**config.mk**
```make
export PLATFORM = sky130hd
export DESIGN_NAME = register_scoreboard_flat
export DESIGN_NICKNAME = d
export VERILOG_FILES = /design/src/rtl/register_scoreboard_pkg.sv /design/src/rtl/register_scoreboard_if.sv /design/src/rtl/register_scoreboard_counter.sv /design/src/rtl/register_scoreboard.sv /design/src/flat_wrapper.sv
export SDC_FILE = /design/constraint.sdc
export NUM_CORES = 1
export LEC_CHECK = 0
export CORE_ASPECT_RATIO = 1.4
export CORE_MARGIN = 3
export CORE_UTILIZATION = 52
export DETAILED_ROUTE_END_ITERATION = 12
export HOLD_SLACK_MARGIN = 0.05
export PLACE_DENSITY = 0.76
export SYNTH_ARGS = -nofsm -noshare
export SYNTH_HDL_FRONTEND = slang
export SYNTH_SLANG_ARGS = --single-unit
```
**constraint.sdc**
```tcl
create_clock -name clk -period 7.21 [get_ports clk]
set_clock_uncertainty 0.2 [all_clocks]
set_input_delay 1.442 -clock clk [delete_from_list [all_inputs] [get_ports clk]]
set_output_delay 1.442 -clock clk [all_outputs]
set_load 0.02 [all_outputs]
```
**src/rtl/register_scoreboard_pkg.sv**
```systemverilog
// Shared constants and types for the register scoreboard.
package register_scoreboard_pkg;

  localparam int PC_IDX = 15;
  localparam int NREGS  = 15;
  localparam int CNT_W  = 2;

  typedef logic [3:0] reg_idx_t;

endpackage

```
**src/rtl/register_scoreboard_if.sv**
```systemverilog
// Issue/writeback bundle between the ID stage and the register scoreboard.
interface register_scoreboard_if;
  import register_scoreboard_pkg::*;

  logic     issue_valid;
  logic     issue_wb_en;
  reg_idx_t issue_dest;
  reg_idx_t src1;
  reg_idx_t src2;
  logic     has_src1;
  logic     two_src;
  logic     wb_valid;
  reg_idx_t wb_dest;
  logic     flush;
  logic     hazard;

  modport master (
    output issue_valid, issue_wb_en, issue_dest, src1, src2, has_src1, two_src,
    output wb_valid, wb_dest, flush,
    input  hazard
  );

  modport slave (
    input  issue_valid, issue_wb_en, issue_dest, src1, src2, has_src1, two_src,
    input  wb_valid, wb_dest, flush,
    output hazard
  );

endinterface

```
**src/rtl/register_scoreboard_counter.sv**
```systemverilog
// sb_counter: one saturating in-flight write counter; never wraps in either direction.
module sb_counter #(
  parameter int CNT_W = 2
) (
  input  logic clk,
  input  logic rst,
  input  logic inc,
  input  logic dec,
  input  logic clr,
  output logic zero,
  output logic max,
  output logic one,
  output logic underflow
);

  localparam logic [CNT_W-1:0] MaxVal = '1;
  localparam logic [CNT_W-1:0] OneVal = CNT_W'(1);

  logic [CNT_W-1:0] cnt_q, cnt_d;

  assign zero      = (cnt_q == '0);
  assign max       = (cnt_q == MaxVal);
  assign one       = (cnt_q == OneVal);
  // A simultaneous inc cancels the dec, so only a lone dec on zero is an underflow.
  assign underflow = dec && !inc && !clr && zero;

  always_comb begin
    cnt_d = cnt_q;
    if (clr) begin
      cnt_d = '0;
    end else if (inc && !dec && !max) begin
      cnt_d = cnt_q + OneVal;
    end else if (dec && !inc && !zero) begin
      cnt_d = cnt_q - OneVal;
    end
  end

  always_ff @(posedge clk or negedge rst) begin
    if (!rst) begin
      cnt_q <= '0;
    end else begin
      cnt_q <= cnt_d;
    end
  end

endmodule

```
**src/rtl/register_scoreboard.sv**
```systemverilog
// Register scoreboard: tracks in-flight writes per register and raises ID hazards.
// Define SCOREBOARD_WB_BYPASS_EN to let a same-cycle writeback clear a last-pending source.
module register_scoreboard #(
  parameter int CNT_W = register_scoreboard_pkg::CNT_W,
  parameter int NREGS = register_scoreboard_pkg::NREGS
) (
  input  logic                  clk,
  input  logic                  rst,
  register_scoreboard_if.slave  sb,
  output logic [NREGS-1:0]      pending,
  output logic [15:0]           stall_cnt,
  output logic                  err_underflow
);
  import register_scoreboard_pkg::*;

`ifdef SCOREBOARD_WB_BYPASS_EN
  localparam bit BypassEn = 1'b1;
`else
  localparam bit BypassEn = 1'b0;
`endif

  logic [15:0] zeroVec, maxVec, oneVec, uflVec;
  logic        src1Haz, src2Haz, destHaz, hazard;
  logic        issueAccept;
  logic [15:0] stallCnt_q, stallCnt_d;
  logic        errUfl_q, errUfl_d;

  // Untracked slots (including PC) look permanently empty, so they can never stall.
  for (genvar i = 0; i < 16; i++) begin : gReg
    if (i < NREGS && i != PC_IDX) begin : gTracked
      sb_counter #(.CNT_W(CNT_W)) uCnt (
        .clk       (clk),
        .rst       (rst),
        .inc       (issueAccept && (sb.issue_dest == reg_idx_t'(i))),
        .dec       (sb.wb_valid && (sb.wb_dest == reg_idx_t'(i))),
        .clr       (sb.flush),
        .zero      (zeroVec[i]),
        .max       (maxVec[i]),
        .one       (oneVec[i]),
        .underflow (uflVec[i])
      );
    end else begin : gUntracked
      assign zeroVec[i] = 1'b1;
      assign maxVec[i]  = 1'b0;
      assign oneVec[i]  = 1'b0;
      assign uflVec[i]  = 1'b0;
    end
  end

  // The bypass exemption mirrors the negedge register-file write of the final pending value.
  always_comb begin
    src1Haz = sb.has_src1 && !zeroVec[sb.src1] &&
              !(BypassEn && oneVec[sb.src1] && sb.wb_valid && (sb.wb_dest == sb.src1));
    src2Haz = sb.two_src && !zeroVec[sb.src2] &&
              !(BypassEn && oneVec[sb.src2] && sb.wb_valid && (sb.wb_dest == sb.src2));
    destHaz = sb.issue_wb_en && maxVec[sb.issue_dest];
    hazard  = sb.issue_valid && (src1Haz || src2Haz || destHaz);
    issueAccept = sb.issue_valid && !hazard && !sb.flush && sb.issue_wb_en;
  end

  always_comb begin
    stallCnt_d = stallCnt_q;
    if (hazard && (stallCnt_q != 16'hFFFF)) begin
      stallCnt_d = stallCnt_q + 16'd1;
    end
    errUfl_d = errUfl_q | (|uflVec);
  end

  always_ff @(posedge clk or negedge rst) begin
    if (!rst) begin
      stallCnt_q <= '0;
      errUfl_q   <= 1'b0;
    end else begin
      stallCnt_q <= stallCnt_d;
      errUfl_q   <= errUfl_d;
    end
  end

  assign sb.hazard     = hazard;
  assign pending       = ~zeroVec[NREGS-1:0];
  assign stall_cnt     = stallCnt_q;
  assign err_underflow = errUfl_q;

endmodule

```
**src/flat_wrapper.sv**
```systemverilog
// flat-port wrapper written by rule: the top's interface ports become plain ports
module register_scoreboard_flat import register_scoreboard_pkg::*;
#(
  parameter int CNT_W = register_scoreboard_pkg::CNT_W,
  parameter int NREGS = register_scoreboard_pkg::NREGS
)
  (clk, rst, pending, stall_cnt, err_underflow, sb_issue_valid, sb_issue_wb_en, sb_issue_dest, sb_src1, sb_src2, sb_has_src1, sb_two_src, sb_wb_valid, sb_wb_dest, sb_flush, sb_hazard);
  register_scoreboard_if sb_i ();
  input  logic clk;
  input  logic rst;
  output logic [NREGS-1:0] pending;
  output logic [15:0] stall_cnt;
  output logic err_underflow;
  input wire logic [$bits(sb_i.issue_valid)-1:0] sb_issue_valid;
  input wire logic [$bits(sb_i.issue_wb_en)-1:0] sb_issue_wb_en;
  input wire logic [$bits(sb_i.issue_dest)-1:0] sb_issue_dest;
  input wire logic [$bits(sb_i.src1)-1:0] sb_src1;
  input wire logic [$bits(sb_i.src2)-1:0] sb_src2;
  input wire logic [$bits(sb_i.has_src1)-1:0] sb_has_src1;
  input wire logic [$bits(sb_i.two_src)-1:0] sb_two_src;
  input wire logic [$bits(sb_i.wb_valid)-1:0] sb_wb_valid;
  input wire logic [$bits(sb_i.wb_dest)-1:0] sb_wb_dest;
  input wire logic [$bits(sb_i.flush)-1:0] sb_flush;
  output wire logic [$bits(sb_i.hazard)-1:0] sb_hazard;
  assign sb_i.issue_valid = sb_issue_valid;
  assign sb_i.issue_wb_en = sb_issue_wb_en;
  assign sb_i.issue_dest = sb_issue_dest;
  assign sb_i.src1 = sb_src1;
  assign sb_i.src2 = sb_src2;
  assign sb_i.has_src1 = sb_has_src1;
  assign sb_i.two_src = sb_two_src;
  assign sb_i.wb_valid = sb_wb_valid;
  assign sb_i.wb_dest = sb_wb_dest;
  assign sb_i.flush = sb_flush;
  assign sb_hazard = sb_i.hazard;
  register_scoreboard #(.CNT_W(CNT_W), .NREGS(NREGS)) u_core (.clk(clk), .rst(rst), .sb(sb_i), .pending(pending), .stall_cnt(stall_cnt), .err_underflow(err_underflow));
endmodule
```
==> impl_metrics.yaml <==
critical_path:
  r2r_setup_slack_ns: 3.73
  critical_path.endpoint: "sb_hazard"
  crit_buf_inv: 2
  worst_path_top_cell_family_by_delay: "buffers and inverters"
  worst_r2r_startpoint: "u_core.gReg[13].gTracked.uCnt.cnt_q[0]"
  regToRegEndpoint: "u_core.err_underflow"
  crit_path_slowest_cell: "sky130_fd_sc_hd__clkdlybuf4s50_1"
  cpPeakStageDelay_ns: 0.85
  data_required_time_of_the_worst_path_ns: 5.57
  critical_path_depth: 8
  ff2ff_path_depth: 9
  critical_path.startpoint_type: "input pin"
  crit_fanout: 16
  worst_ep_arrival_time_ns: 4.19
  crit_path_start: "sb_issue_dest[1]"
  path_cells: "clkdlybuf4s50_1 -> nand2b_1 -> a21oi_1 -> o41ai_1 -> o211ai_2 -> nand3_4 -> and2_1 -> clkdlybuf4s50_1"
  most_numerous_cell_on_the_critical_path: "sky130_fd_sc_hd__clkdlybuf4s50_1"
  category_of_the_most_critical_setup_path: "input pin to output port"
  crit_path_end_kind: "output port"
clocking:
  post_cts.repair.setup_buffers: 0
  clk_root_buffer_cell: "sky130_fd_sc_hd__clkbuf_8"
  cts_made_buffers: 5
  ctsHtreeMaxLevel: 2
  cts.reportedPaths.clkPinSlew_ns: 0.09
  ctsResizeCount: 0
  tritoncts: "built"
  clk_path_buf_depth: 2
  clock_sinks: 47
  cts.hold.buffers_added: 0
  clock_insertion_delay_worst_skew_ns: 0.31
cells_and_area:
  layout.nets: 475
  instances_no_fill: 523
  drive_gt1_share_pct: 9.756
  antennaDiodeCount: 0
  filler_cell_count: 564
  final_area_sq_um: 4096
  area_growth_syn_to_layout_pct: 20.68
global_route:
  number_of_global_route_vias_before_repair: 3295
  grt_antenna_before_repair: 0
  gr-max-usage-layer: "met2"
  globalRoute.totalOverflow: 0
  grt_first_pass_wirelength_mm: 15.65
  met3_usage_pct: 4.568
  gr-usage-all-layers_pct: 26.68
  grt_start_max_net_pins: 48
  gr-usage-met1_pct: 32.15
  globalRouteMet2Util_pct: 44.19
placement:
  placement.io_buffers: 56
  detailedPlace.worstSlack_ns: 1.411
  placedInstanceArea_sq_um: 3998
  detailed_placement_wirelength_estimate_mm: 7.211
  gp_congestion: 0.9487
  dp.cells: 515
route:
  wl_per_cell_um: 18.28
  drt-pass1-iter-count: 5
  drc_errors: 0
  totalWireLength_mm: 9.560
  detailroute.via_count: 3379
  vias_per_cell: 6.461
  drtIter0Drc: 262
  detail-route-antenna-nets: 0
sta:
  hold_viol: 0
  rsz0062_at_grt: "no"
  post-route-min-period_ns: 5.831
  achievable-frequency_mhz: 171.5
  finalSetupViolCount: 0
  worst_slew_slack_as_a_fraction_of_its_limit_pct: 30.01
  min_period_over_period_pct: 80.87
  finalSetupTns_ns: 0
  actual_slew_at_the_worst_max_slew_pin_ns: 1.050
  report.final.slew_viol_count: 0
  post-route-worst-setup-slack_ns: 1.379
yosys:
  synth_fp_nets: 422
  synth_top_flop_cell: "sky130_fd_sc_hd__dfrtp_1"
  synth_cell_count_leaders: "sky130_fd_sc_hd__dfrtp_1, sky130_fd_sc_hd__nor2_1, sky130_fd_sc_hd__nand2_1"
  syn-instance-count: 397
  sequential_cell_area_fraction_in_the_yosys_report_pct: 34.65
  number_of_flops_mapped_to_enable_cells_by_yosys: 0
  yosysTopAreaCell: "sky130_fd_sc_hd__dfrtp_1"
  area_fraction_of_the_dominant_cell_type_after_synthesis_pct: 34.65
  synthesis.yosys.warnings: 0
  synthesized_area_per_cell_sq_um: 8.550
  synthesis.area_sq_um: 3395
  ys_seq_elements: 47
  largest_cells_by_area_after_synthesis: "sky130_fd_sc_hd__dfrtp_1, sky130_fd_sc_hd__nor2_1, sky130_fd_sc_hd__a21oi_1, sky130_fd_sc_hd__nand2_1, sky130_fd_sc_hd__nand3_1"
  asyncSetResetFlopFracSynth_pct: 100.0
  synth_cell_types: 64
power_and_ir_drop:
  leakage_nw: 1.726
  cellPowerDensity_nw_per_um2: 160.3
  worst_ir_drop_vdd_v: 0.0001315
floorplan:
  dieHeight_um: 101.6
  ioPinCount: 57
  core_region_area_sq_um: 6254
  dieArea_sq_um: 7547
  placement_rows: 34
  initial_core_util_pct: 54.28
  die_w_um: 74.29
worst_hold_path:
  hp-start: "u_core.stall_cnt[14]"
  min_path_type: "register to register"
flow_run:
  maxCapViolCount: 0
status:
  status: "completed"
==> flip-flops by register name, indices dropped and copies added, names as in the netlist <==
register / count
u_core.stall_cnt: 16
u_core.err_underflow: 1
u_core.gReg.gTracked.uCnt.cnt_q: 30
==> cell families after synthesis <==
logic type,count (synthesis),synth area share (%)
adder cells (fa/ha/maj),1,0.3685
multiplexers,8,4.866
XOR/XNOR,16,4.128
buffers and inverters,31,3.686
AO/OA/AOI/OAI,107,21.56
flip-flops,47,34.65
AND/OR/NAND/NOR,187,30.74
==> through the flow <==
| stage | power, mW | util, % | hold slack (ns) |
|---|---|---|---|
| floorplan | 0.4015 | - | 0.3574 |
| global placement | 0.4793 | 63.93 | 0.2852 |
| detailed placement | 0.4841 | 63.93 | 0.2916 |
| CTS | 0.6610 | 65.51 | 0.3133 |
| global route | 0.6874 | 65.51 | 0.3447 |
| finish | 0.6565 | 65.51 | 0.3075 |
==> area by class of cell <==
| class | count | area, sq um | area share, % |
|---|---|---|---|
| multi-input cells | 319 | 2093 | 51.10 |
| flip-flops and latches | 47 | 1176 | 28.71 |
| repair buffers | 57 | 563.0 | 13.74 |
| well taps | 72 | 90.09 | 2.199 |
| clock buffers | 6 | 82.58 | 2.016 |
| inverters | 20 | 75.07 | 1.833 |
| clock inverters | 2 | 16.27 | 0.3971 |
==> placed cells by master (no fill, tap or decap), types with 13 or more instances in the layout <==
cell type	Yosys	routed
sky130_fd_sc_hd__nor3_1	13	13
sky130_fd_sc_hd__nor2_1	47	47
sky130_fd_sc_hd__dfrtp_1	47	47
sky130_fd_sc_hd__a21oi_1	29	29
sky130_fd_sc_hd__a211oi_1	15	15
sky130_fd_sc_hd__nand3_1	25	25
sky130_fd_sc_hd__clkdlybuf4s50_1	0	55
sky130_fd_sc_hd__inv_1	20	20
sky130_fd_sc_hd__nand2_1	34	34
sky130_fd_sc_hd__o21ai_0	24	24
==> layer usage <==
layer / part of all wire, % / wire (um) / vias up
met2: 49 / 4668 / 169
met4: 5.6 / 537 / 0
met3: 7.0 / 665 / 46
met5: 0 / 0 / -
met1: 39 / 3689 / 1612
li1: - / - / 1552
==> how the worst min path moves through the flow <==
stage                                              to  slack [ns]  cells past startpoint
4_1_cts                          u_core.stall_cnt[14]        0.31                      1
6_report                         u_core.stall_cnt[14]        0.31                      1
5_1_grt                          u_core.stall_cnt[15]        0.34                      1
3_3_place_gp                     u_core.stall_cnt[15]        0.29                      1
3_5_place_dp                     u_core.stall_cnt[10]        0.29                      1
2_1_floorplan  u_core.gReg[14].gTracked.uCnt.cnt_q[1]        0.36                      2
==> worst reg2reg max path: stages, from the launching register on <==
cell,delay [ns]
sky130_fd_sc_hd__dfrtp_1,0.44
sky130_fd_sc_hd__nor2_1,0.29
sky130_fd_sc_hd__o311ai_0,0.21
sky130_fd_sc_hd__o221ai_1,0.26
sky130_fd_sc_hd__a211o_1,0.25
sky130_fd_sc_hd__nand4_4,0.23
sky130_fd_sc_hd__nor4_2,0.57
sky130_fd_sc_hd__o32ai_2,0.17
sky130_fd_sc_hd__nor4_1,0.51
sky130_fd_sc_hd__a32oi_1,0.21
==> report_power, final <==
part	internal [mW]	leakage (nW)	switching, mW
sequential	0.283	0.640	0.0266
combinational	0.0774	1.04	0.0924
clock	0.0785	0.0474	0.0985
Note: power is estimated with default switching activity, not from simulation.
